### config.mk
export PLATFORM = sky130hd
export DESIGN_NAME = dma_addr_gen_flat
export DESIGN_NICKNAME = d
export VERILOG_FILES = /design/src/rtl/dma_addr_gen_if.sv /design/src/rtl/dma_addr_gen.sv /design/src/flat_wrapper.sv
export SDC_FILE = /design/constraint.sdc
export NUM_CORES = 1
export LEC_CHECK = 0
export BUFFER_PORTS_ARGS = -buffer_cell sky130_fd_sc_hd__buf_2
export CELL_PAD_IN_SITES_DETAIL_PLACEMENT = 1
export CELL_PAD_IN_SITES_GLOBAL_PLACEMENT = 2
export CORE_AREA = 2 2 113 87
export DETAILED_ROUTE_END_ITERATION = 10
export DIE_AREA = 0 0 115 89
export PLACE_DENSITY = 0.73
export SETUP_SLACK_MARGIN = 0.3
export SLEW_MARGIN = 20
export SYNTH_ARGS = -nofsm -noshare
export SYNTH_HDL_FRONTEND = slang
export SYNTH_SLANG_ARGS = --single-unit
### constraint.sdc
create_clock -name clk -period 2.1 [get_ports clk]
set_clock_uncertainty 0.1 [all_clocks]
set_input_delay 0.42 -clock clk [delete_from_list [all_inputs] [get_ports clk]]
set_output_delay 0.42 -clock clk [all_outputs]
set_load 0.05 [all_outputs]
### src/rtl/dma_addr_gen_if.sv
// Sequencer-side bus of the DMA address generator: instruction,
// load data and count enable in; read data, address and flags out.
interface dma_addr_gen_if #(
    parameter int WIDTH = 8
);
    logic [2:0]       instr;
    logic [WIDTH-1:0] din;
    logic             cnt_en;
    logic [WIDTH-1:0] dout;
    logic [WIDTH-1:0] addr;
    logic             done;
    logic             halted;

    modport master (
        output instr, din, cnt_en,
        input  dout, addr, done, halted
    );

    modport slave (
        input  instr, din, cnt_en,
        output dout, addr, done, halted
    );
endinterface

### src/rtl/dma_addr_gen.sv
// DMA address generator: address/word-count registers and counters,
// control register, look-ahead terminal count and optional auto-stop.
module dma_addr_gen #(
    parameter int WIDTH = 8
) (
    input logic         clk,
    input logic         rst,
    dma_addr_gen_if.slave bus
);
    typedef enum logic [2:0] {
        WRCR   = 3'd0,
        RDCR   = 3'd1,
        RDWC   = 3'd2,
        RDAC   = 3'd3,
        REINIT = 3'd4,
        LDAD   = 3'd5,
        LDWC   = 3'd6,
        ENCT   = 3'd7
    } instr_t;

    localparam logic [WIDTH-1:0] ONE = {{(WIDTH-1){1'b0}}, 1'b1};

    instr_t           op;
    logic [3:0]       ctrl;
    logic [WIDTH-1:0] ar;
    logic [WIDTH-1:0] ac;
    logic [WIDTH-1:0] wcr;
    logic [WIDTH-1:0] wc;
    logic             halted;

    logic [1:0]       mode;
    logic             addr_dec;
    logic             auto_stop;
    logic             cnt;
    logic             done;
    logic [3:0]       din4;
    logic [WIDTH-1:0] ctrl_rd;
    logic [WIDTH-1:0] wc_inc;
    logic [WIDTH-1:0] wc_next;
    logic [WIDTH-1:0] ac_next;
    logic [WIDTH-1:0] dout;

    assign op        = instr_t'(bus.instr);
    assign mode      = ctrl[1:0];
    assign addr_dec  = ctrl[2];
    assign auto_stop = ctrl[3];
    assign cnt       = (op == ENCT) && bus.cnt_en && !halted;
    assign wc_inc    = wc + ONE;
    assign ac_next   = addr_dec ? ac - ONE : ac + ONE;

    // Control register is 4 bits wide regardless of WIDTH.
    generate
        if (WIDTH > 4) begin : g_wide
            assign din4    = bus.din[3:0];
            assign ctrl_rd = {{(WIDTH-4){1'b0}}, ctrl};
        end else if (WIDTH == 4) begin : g_four
            assign din4    = bus.din;
            assign ctrl_rd = ctrl;
        end else begin : g_narrow
            assign din4    = {{(4-WIDTH){1'b0}}, bus.din};
            assign ctrl_rd = ctrl[WIDTH-1:0];
        end
    endgenerate

    always_comb begin
        wc_next = wc;
        unique case (mode)
            2'b00:   wc_next = wc - ONE;
            2'b10:   wc_next = wc;
            default: wc_next = wc_inc;
        endcase
    end

    // Look-ahead: flag the cycle in which the final count executes.
    always_comb begin
        done = 1'b0;
        unique case (mode)
            2'b00:   done = cnt ? (wc == ONE) : (wc == '0);
            2'b01:   done = cnt ? (wc_inc == wcr) : (wc == wcr);
            2'b10:   done = (wc == ac);
            default: done = 1'b0;
        endcase
    end

    always_comb begin
        dout = '0;
        case (op)
            RDCR:    dout = ctrl_rd;
            RDWC:    dout = wc;
            RDAC:    dout = ac;
            default: dout = '0;
        endcase
    end

    always_ff @(posedge clk) begin
        if (rst) begin
            ctrl   <= '0;
            ar     <= '0;
            ac     <= '0;
            wcr    <= '0;
            wc     <= '0;
            halted <= 1'b0;
        end else begin
            case (op)
                WRCR: begin
                    ctrl   <= din4;
                    halted <= 1'b0;
                end
                REINIT: begin
                    ac     <= ar;
                    wc     <= mode[0] ? '0 : wcr;
                    halted <= 1'b0;
                end
                LDAD: begin
                    ar     <= bus.din;
                    ac     <= bus.din;
                    halted <= 1'b0;
                end
                LDWC: begin
                    wcr    <= bus.din;
                    wc     <= mode[0] ? '0 : bus.din;
                    halted <= 1'b0;
                end
                ENCT: begin
                    if (cnt) begin
                        ac <= ac_next;
                        wc <= wc_next;
                        if (done && auto_stop)
                            halted <= 1'b1;
                    end
                end
                default: ;
            endcase
        end
    end

    assign bus.dout   = dout;
    assign bus.addr   = ac;
    assign bus.done   = done;
    assign bus.halted = halted;
endmodule

### src/flat_wrapper.sv
// flat-port wrapper written by rule: the top's interface ports become plain ports
module dma_addr_gen_flat 
#(
    parameter int WIDTH = 8
)
  (clk, rst, bus_instr, bus_din, bus_cnt_en, bus_dout, bus_addr, bus_done, bus_halted);
  dma_addr_gen_if #(.WIDTH(WIDTH)) bus_i ();
  input logic clk;
  input logic rst;
  input wire logic [$bits(bus_i.instr)-1:0] bus_instr;
  input wire logic [$bits(bus_i.din)-1:0] bus_din;
  input wire logic [$bits(bus_i.cnt_en)-1:0] bus_cnt_en;
  output wire logic [$bits(bus_i.dout)-1:0] bus_dout;
  output wire logic [$bits(bus_i.addr)-1:0] bus_addr;
  output wire logic [$bits(bus_i.done)-1:0] bus_done;
  output wire logic [$bits(bus_i.halted)-1:0] bus_halted;
  assign bus_i.instr = bus_instr;
  assign bus_i.din = bus_din;
  assign bus_i.cnt_en = bus_cnt_en;
  assign bus_dout = bus_i.dout;
  assign bus_addr = bus_i.addr;
  assign bus_done = bus_i.done;
  assign bus_halted = bus_i.halted;
  dma_addr_gen #(.WIDTH(WIDTH)) u_core (.clk(clk), .rst(rst), .bus(bus_i));
endmodule
==> results of run 1 <==
[worst paths after layout]
path / start / to
max: u_core.wc[1] / bus_done
min: bus_din[4] / u_core.wcr[4]
max reg2reg: u_core.wc[2] / u_core.wc[6]
min reg2reg: u_core.ar[0] / u_core.ar[0]
[cells by family (layout without fill, tap and decap cells)]
| family | after synthesis | in the layout | synth area share |
|---|---|---|---|
| multiplexers | 24 | 24 | 0.08721 |
| adder cells (fa/ha/maj) | 12 | 12 | 0.05603 |
| flip-flops | 37 | 37 | 0.2675 |
| XOR/XNOR | 26 | 26 | 0.08224 |
| AO/OA/AOI/OAI | 87 | 87 | 0.2128 |
| AND/OR/NAND/NOR | 134 | 134 | 0.2386 |
| buffers and inverters | 33 | 140 | 0.05558 |
[cell usage after synthesis, drive strengths merged (8+ instances only)]
library cell	instances
nor2	45
nand2	42
dfxtp	37
a21oi	31
mux2i	23
xnor2	16
o21ai	13
buf	12
inv	11
clkbuf	10
ha	10
nor3	10
xor2	10
a22oi	9
nand3	8
[area by class of cell]
class | instances | area share
well taps | 112 | 0.03084
flip-flops and latches | 37 | 0.1737
clock buffers | 5 | 0.02753
clock inverters | 3 | 0.005507
repair buffers | 121 | 0.2167
inverters | 11 | 0.01046
multi-input cells | 283 | 0.5352
[critical path, cell delays in order, from the launching register on]
cell	delay (ps)
dfxtp_4	380
ha_4	150
nand3_4	120
nor2_4	140
xnor2_2	90
a2111oi_4	320
a31o_2	170
a41o_4	210
buf_8	140
[per-layer routing]
metal	track usage	share of wire	vias to the layer above
met1	0.3219	0.47	1521
met5	0	0	-
li1	-	-	1470
met3	0.03186	0.054	6
met4	0.04600	0.0049	0
met2	0.3620	0.47	72
[stage by stage]
stage,power (W),instance area (um2)
3_3_place_gp,0.001367,3638
5_1_grt,0.002450,4544
6_report,0.002339,4544
3_5_place_dp,0.001382,3638
2_1_floorplan,0.001161,2964
4_1_cts,0.002264,4225
[cell usage in the layout (no fill, tap or decap), drive strengths merged, types with 2 or more instances in the layout]
cell type	netlist	final
nand2	42	42
or2	3	3
nand3b	2	2
nand3	8	8
nand2b	2	2
clkbuf	10	5
o32ai	5	5
xor2	10	10
nor4	4	4
ha	10	10
nor2b	4	4
buf	12	121
a22oi	9	9
o221ai	2	2
nor2	45	45
a211oi	7	7
a21oi	31	31
o21ai	13	13
inv	11	11
or3	3	3
and3	2	2
xnor2	16	16
and2	5	5
o22ai	4	4
dfxtp	37	37
o211ai	4	4
clkinvlp	0	2
mux2i	23	23
nor3	10	10
[timing repair]
action	CTS	global route
buffers inserted	14	7
endpoints found under the hold margin	0	0
resized for setup	83	57
pin swaps	21	25
setup endpoints to repair	23	24
[power breakdown]
group	leakage (nW)	internal [W]	switching (W)
logic	1.44	0.000360	0.000423
registers	0.311	0.000724	0.0000437
clock network	0.0704	0.000447	0.000341
[sequential cells by signal, indices dropped and copies added, names as in the netlist]
register,cells
u_core.ar,8
u_core.bus.addr,8
u_core.bus.halted,1
u_core.ctrl,4
u_core.wc,8
u_core.wcr,8
==> impl_metrics.yaml, run 1 <==
finish:
  antenna_cells: 0
  drive_gt1_frac: 0.5239
  final_util: 0.5044
  nFillCells: 1036
  multi_input_area_um2: 2432
  syn2layout_area_growth_pct: 64.12
  nets: 484
  finalNonFillerCells: 572
  regArea_um2: 789.5
clock_network:
  clkTransAtPathRegs_ps: 70
  cts_max_level: 2
  cts_buffers: 5
  cts_buffer_depth: 2
  clock-sinks: 37
  insertion_delay_ps: 290
  cts-hold-fix-buffers: 0
  cts_tree: "done"
  cts_root_buffer: "clkbuf_16"
synth:
  synth_top_cell_area_share: 0.2675
  postSynthCellCount: 353
  synth_nets: 378
  ys_ff_latch: 37
  syn_area_um2: 2769
  synthArstFlopShare: 0
  synth.distinct_cells: 58
  synth_ff_type: "dfxtp_1"
  yosys-top-cells-area: "dfxtp_1 (27%), mux2i_1 (8.3%), nor2_1 (5.8%), nand2_1 (5.3%), a21oi_1 (5.2%)"
  seq_area_frac_synth: 0.2675
  syn-mean-instance-area_um2: 7.844
  synth-edff-count: 0
  yosys_warnings: 0
  yosys.area.top_type: "dfxtp_1"
route:
  route.detailed.drc: 0
  drt_wl_total_mm: 11.38
  avgViaCountPerCell: 5.365
  post_drt_wl_per_cell_um: 19.89
  dr.pass1.iters: 4
  drtIter0Drc: 147
  antenna_left: 0
  vias: 3069
worst_hold_path:
  whs_path_depth: 3
  hp-class: "in -> reg"
power:
  power.density_nw_per_um2: 514.7
  max-vdd-ir-drop_mv: 0.3179
  p_leak_nw: 1.824
run:
  cap_violations: 0
grt:
  grt_pass1_wl_mm: 17.48
  grtUsageTotal: 0.2246
  grt_pass1_vias: 3162
  overflow: 0
  grt_max_degree: 23
  antenna_found_initial: 0
timing:
  fin_crit_ps: 2529
  fin_hold_ws_ps: 304.7
  relSlewSlack: 0.6469
  period_share: 1.204
  tightest_slew_ps: 529.6
  tns_ps: -428.8
  drv_slew: 0
  rsz0062_at_grt: "yes"
  finalHoldViolCount: 0
  setup_ws_ps: -428.8
  max_freq_ghz: 0.3954
  setup_viol: 1
floorplanning:
  die_y_um: 89
  die_w_um: 115
  start_util: 0.3074
  pin_count: 32
  core_um2: 9009
  die_area_um2: 10240
  rows: 30
critical_path:
  crit_path_end_kind: "output pin"
  crit_type: "reg -> out"
  cp_max_fo: 4
  worstPathArrival_ps: 2010
  worstRegToRegCells: 8
  startpoint_type: "flip-flop"
  required_ps: 1580
  rrSetupSlack_ps: 130
placement:
  place_ws_ps: -362.9
  place.gp.congestion: 0.8510
  placedCellCount: 543
  hpwl_mm: 8.068
  port_buffers: 31
run_status:
  outcome: "finished with violations"
  failed_checks: "setup timing"
Power figures use the tool's default switching activity.
==> inputs of run 2 (changes only) <==
--- a/config.mk
+++ b/config.mk
@@ -11,6 +11,7 @@
 export CORE_AREA = 2 2 113 87
 export DETAILED_ROUTE_END_ITERATION = 10
 export DIE_AREA = 0 0 115 89
+export MAX_ROUTING_LAYER = met4
 export PLACE_DENSITY = 0.73
 export SETUP_SLACK_MARGIN = 0.3
 export SLEW_MARGIN = 20
==> run 2 against run 1 <==
The run still ends with setup timing left. Power increased by 1.2%. Die area unchanged. Flip-flop and latch count unchanged. Clock-buffer cell count unchanged. Routed wire length increased by 4.3%. Critical path depth decreased by 1. Combinational power increased by 4.3%. Sequential share of layout area decreased by 0.52 points. Critical path type unchanged. Largest cell class unchanged. Highest routed layer unchanged.
==> impl_metrics.yaml, run 2 (synthesis gave the netlist of run 1 again) <==
run_status:
  outcome: "finished with violations"
  failed_checks: "setup timing"
critical_path:
  worstRegToRegCells: 11
  required_ps: 1580
  startpoint_type: "flip-flop"
  crit_slowest_cell: "dfxtp_4"
  cp_max_fo: 5
  path_buf_inv: 2
  crit_type: "reg -> out"
  worstPathArrival_ps: 1990
  r2r_start: "u_core.wc[1]"
  rrSetupSlack_ps: -100
  cp_slowest_stage_delay_ps: 380
  worstReg2RegEnd: "u_core.bus.halted"
  crit_chain: "buf_4, nand3_2, xnor2_2, a2111oi_4, a31o_2, a41o_4, buf_8"
  crit_family: "compound AO/OA/AOI/OAI gates"
  crit_path_end_kind: "output pin"
grt:
  grtUsageTotal: 0.2410
  grt_pass1_wl_mm: 17.99
  grt_pass1_vias: 3249
  overflow: 0
  grt_max_degree: 18
  antenna_found_initial: 0
route:
  route.detailed.drc: 0
  avgViaCountPerCell: 5.330
  drtIter0Drc: 183
  antenna_left: 0
  post_drt_wl_per_cell_um: 20.08
  dr.pass1.iters: 5
  vias: 3150
  drt_wl_total_mm: 11.87
timing:
  fin_crit_ps: 2514
  drv_slew: 0
  tightest_slew_ps: 438.2
  rsz0062_at_grt: "yes"
  period_share: 1.197
  tns_ps: -512.4
  setup_ws_ps: -413.9
  setup_viol: 2
  max_freq_ghz: 0.3978
  finalHoldViolCount: 0
  relSlewSlack: 0.6995
clock_network:
  cts_tree: "done"
  cts_buffers: 5
  insertion_delay_ps: 290
  clock-sinks: 37
  cts_max_level: 2
  cts_root_buffer: "clkbuf_16"
  cts_buffer_depth: 2
  clkTransAtPathRegs_ps: 60
worst_hold_path:
  worstHoldStart: "bus_din[4]"
  holdPathEnd: "u_core.wcr[4]"
  whs_path_depth: 3
  hp-class: "in -> reg"
placement:
  dpl_cell_area_um2: 3654
  place.gp.congestion: 0.8529
  port_buffers: 31
  place_ws_ps: -309.4
  hpwl_mm: 8.287
finish:
  final_cell_mix: "buf_4 (89), nand2_1 (36), nor2_1 (32)"
  stdcell_area_um2: 4691
  regArea_um2: 790.8
  syn2layout_area_growth_pct: 69.41
  multi_input_area_um2: 2389
  drive_gt1_frac: 0.5198
  final_util: 0.5207
  layout_commonest_cell: "buf_4"
  antenna_cells: 0
  nets: 503
  nFillCells: 1032
floorplanning:
  core_um2: 9009
  die_area_um2: 10240
  die_y_um: 89
  pin_count: 32
  die_w_um: 115
  start_util: 0.3074
  rows: 30
power:
  p_leak_nw: 1.917
  power.density_nw_per_um2: 504.6
  max-vdd-ir-drop_mv: 0.3702
run:
  cap_violations: 0
run 2: per-layer routing:
layer | GRT usage | up-vias | share of wire | routed length, um
li1 | - | 1519 | - | -
met1 | 0.3376 | 1545 | 0.47 | 5573
met2 | 0.3781 | 71 | 0.46 | 5508
met3 | 0.02305 | 15 | 0.051 | 602
met4 | 0.05476 | 0 | 0.016 | 184
met5 | - | - | 0 | 0
run 2: final cells by class:
| class | instances | share of cell area |
|---|---|---|
| well taps | 112 | 0.02987 |
| clock inverters | 3 | 0.004268 |
| repair buffers | 140 | 0.2507 |
| inverters | 11 | 0.01067 |
| flip-flops and latches | 37 | 0.1686 |
| clock buffers | 5 | 0.02667 |
| multi-input cells | 283 | 0.5092 |
run 2: report_power, final:
group	switching [W]	leakage [nW]	internal, W
clock	0.000337	0.0745	0.000444
sequential	0.0000438	0.312	0.000725
combinational	0.000430	1.53	0.000387
run 2: per-stage QoR:
| step | hold slack (ps) | power (W) | cells |
|---|---|---|---|
| 3_3_place_gp | 386.4 | 0.001368 | 545 |
| 5_1_grt | 329.5 | 0.002459 | 591 |
| 6_report | 306.1 | 0.002367 | 591 |
| 4_1_cts | 305.7 | 0.002284 | 573 |
| 3_5_place_dp | 414.3 | 0.001386 | 545 |
| 2_1_floorplan | 354.4 | 0.001161 | 353 |
run 2: worst max-delay path by stage:
stage                            start  endpoint  cells past startpoint
final                     u_core.wc[1]  bus_done                      7
after global routing      u_core.wc[1]  bus_done                      8
after CTS                 u_core.wc[0]  bus_done                      8
after detailed placement  u_core.wc[1]  bus_done                      8
after global placement    u_core.wc[1]  bus_done                      8
after floorplan           u_core.wc[1]  bus_done                      8
run 2: repair_timing:
action / in CTS / in global routing
pin swaps: 26 / 16
endpoints found under the setup margin: 23 / 25
gates resized for setup: 96 / 44
buffers inserted: 20 / 17
hold buffers: 0 / 0
gates cloned: 0 / 1
run 2: worst reg2reg max path, cell delays in order, from the launching register on:
cell and delay, ps:
dfxtp_4 380, ha_4 150, nand3_4 110, nor2_4 130, xnor2_2 140, a2111oi_4 110, buf_4 150, buf_4 120
buf_4 120, buf_4 120, a41oi_1 330, o22ai_1 120
==> inputs of run 3 (changes only) <==
--- a/config.mk
+++ b/config.mk
@@ -13,6 +13,7 @@
 export DIE_AREA = 0 0 115 89
 export MAX_ROUTING_LAYER = met4
 export PLACE_DENSITY = 0.73
+export RECOVER_POWER = 50
 export SETUP_SLACK_MARGIN = 0.3
 export SLEW_MARGIN = 20
 export SYNTH_ARGS = -nofsm -noshare
==> run 3 against run 2 <==
The flow still finishes with violations (setup timing). Cell count stayed put. Die area stayed put. Maximum frequency hardly changed. Critical endpoint unchanged. Register-to-register slack hardly changed. Hold slack better by 1.0 ps. Non-clock buffer count stayed put. Routed wire length is 0.13% lower. First-iteration DRC count is 9.3% lower. Setup slack better by 1.3 ps.
==> impl_metrics.yaml, run 3 (synthesis gave the netlist of run 1 again) <==
route:
  antenna_left: 0
  wl_met2_mm: 5.444
  drt-met1-wl_mm: 5.687
  post_drt_wl_per_cell_um: 20.06
  drt_wl_total_mm: 11.85
  route.detailed.drc: 0
  wl_met3_um: 521
  vias: 3155
  top_layer_used: "met4"
  drtIter0Drc: 166
  avgViaCountPerCell: 5.338
  dr.pass1.iters: 4
floorplanning:
  die_area_um2: 10240
  die_w_um: 115
  pin_count: 32
  rows: 30
  core_um2: 9009
  start_util: 0.3074
  die_y_um: 89
clock_network:
  insertion_delay_ps: 290
  cts_buffers: 5
  clock-sinks: 37
  clkTransAtPathRegs_ps: 60
  cts_max_level: 2
  cts_tree: "done"
  cts_buffer_depth: 2
  cts_root_buffer: "clkbuf_16"
critical_path:
  cp_max_fo: 5
  crit_type: "reg -> out"
  worstPathArrival_ps: 1990
  required_ps: 1580
  crit_path_end_kind: "output pin"
  startpoint_type: "flip-flop"
timing:
  rsz0062_at_grt: "yes"
  max_freq_ghz: 0.3980
  setup_ws_ps: -412.6
  tns_ps: -2663
  finalHoldViolCount: 0
  drv_slew: 0
  period_share: 1.196
  tightest_slew_ps: 618.9
  fin_crit_ps: 2513
  relSlewSlack: 0.5874
  setup_viol: 19
run_status:
  outcome: "finished with violations"
  failed_checks: "setup timing"
finish:
  antenna_cells: 0
  layout_commonest_cell: "buf_4"
  nets: 503
  stdcell_area_um2: 4628
  nFillCells: 1040
  drive_gt1_frac: 0.4885
  final_util: 0.5138
  syn2layout_area_growth_pct: 67.15
  final_cell_mix: "buf_4 (86), nand2_1 (36), nor2_1 (32)"
grt:
  antenna_found_initial: 0
  grtUsageTotal: 0.2410
  grt_max_degree: 18
  overflow: 0
  grt_pass1_wl_mm: 17.99
  grt_pass1_vias: 3249
worst_hold_path:
  hp-class: "in -> reg"
placement:
  place.gp.congestion: 0.8529
  hpwl_mm: 8.287
  port_buffers: 31
  dpl_cell_area_um2: 3654
run:
  cap_violations: 0
power:
  p_leak_nw: 1.852
  max-vdd-ir-drop_mv: 0.3690
  power.density_nw_per_um2: 509.0
run 3: changes by cell type in the layout (fill, tap and decap cells not counted):
cell	previous run	this run
buf_12	3	2
clkbuf_1	0	14
buf_4	89	86
clkbuf_2	0	1
nand3_2	4	5
clkinvlp_4	1	0
nand3_4	2	1
or2_2	2	1
clkinvlp_2	0	1
buf_2	20	11
or2_0	0	1
buf_6	22	20
run 3: worst max-delay path: stages, from the launching register on:
cell	delay [ps]
dfxtp_4	380
buf_4	160
nand3_2	130
xnor2_2	180
a2111oi_4	340
a31o_2	170
a41o_4	210
buf_8	140
run 3: final cells by class:
cell class              instances  area, um2  share of cell area
clock inverters                 3      20.02            0.004325
flip-flops and latches         37      790.8              0.1709
repair buffers                140       1124              0.2428
inverters                      11      47.55             0.01027
multi-input cells             283       2381              0.5145
well taps                     112      140.1             0.03028
clock buffers                   5      125.1             0.02703
run 3: through the flow:
step | instances | power, W | worst slack [ps] | hold slack [ps]
3_3_place_gp | 545 | 0.001368 | -266.7 | 386.4
5_1_grt | 591 | 0.002445 | -491.9 | 329.5
3_5_place_dp | 545 | 0.001386 | -309.4 | 414.3
4_1_cts | 573 | 0.002284 | -401.8 | 305.7
2_1_floorplan | 353 | 0.001161 | -125.3 | 354.4
6_report | 591 | 0.002356 | -412.6 | 307.1
run 3: metal layers:
layer / global-route usage / up-vias
li1: - / 1513
met4: 0.05476 / 0
met1: 0.3376 / 1552
met3: 0.02305 / 18
met2: 0.3781 / 72
met5: - / -
run 3: path summary, 6_finish.rpt:
path / startpoint / end / slack, ps / cells after the start
max: u_core.wc[1] / bus_done / -410 / 7
min: bus_din[4] / u_core.wcr[4] / 310 / 3
max reg2reg: u_core.wc[1] / u_core.bus.halted / -100 / 11
min reg2reg: u_core.ar[1] / u_core.ar[1] / 420 / 2
run 3: power breakdown:
group	leakage [nW]	internal [W]	switching [W]	total [W]
Sequential	0.312	0.000725	0.0000439	0.000769
Combinational	1.47	0.000376	0.000428	0.000804
Clock	0.0745	0.000444	0.000340	0.000783
Total	1.85	0.00154	0.000812	0.00236
run 3: what timing repair did:
item | in CTS | in global routing
buffers inserted | 20 | 17
pin swaps | 26 | 16
hold buffers | 0 | 0
setup endpoints to repair | 23 | 25
gates resized for setup | 96 | 44
cloned | 0 | 1
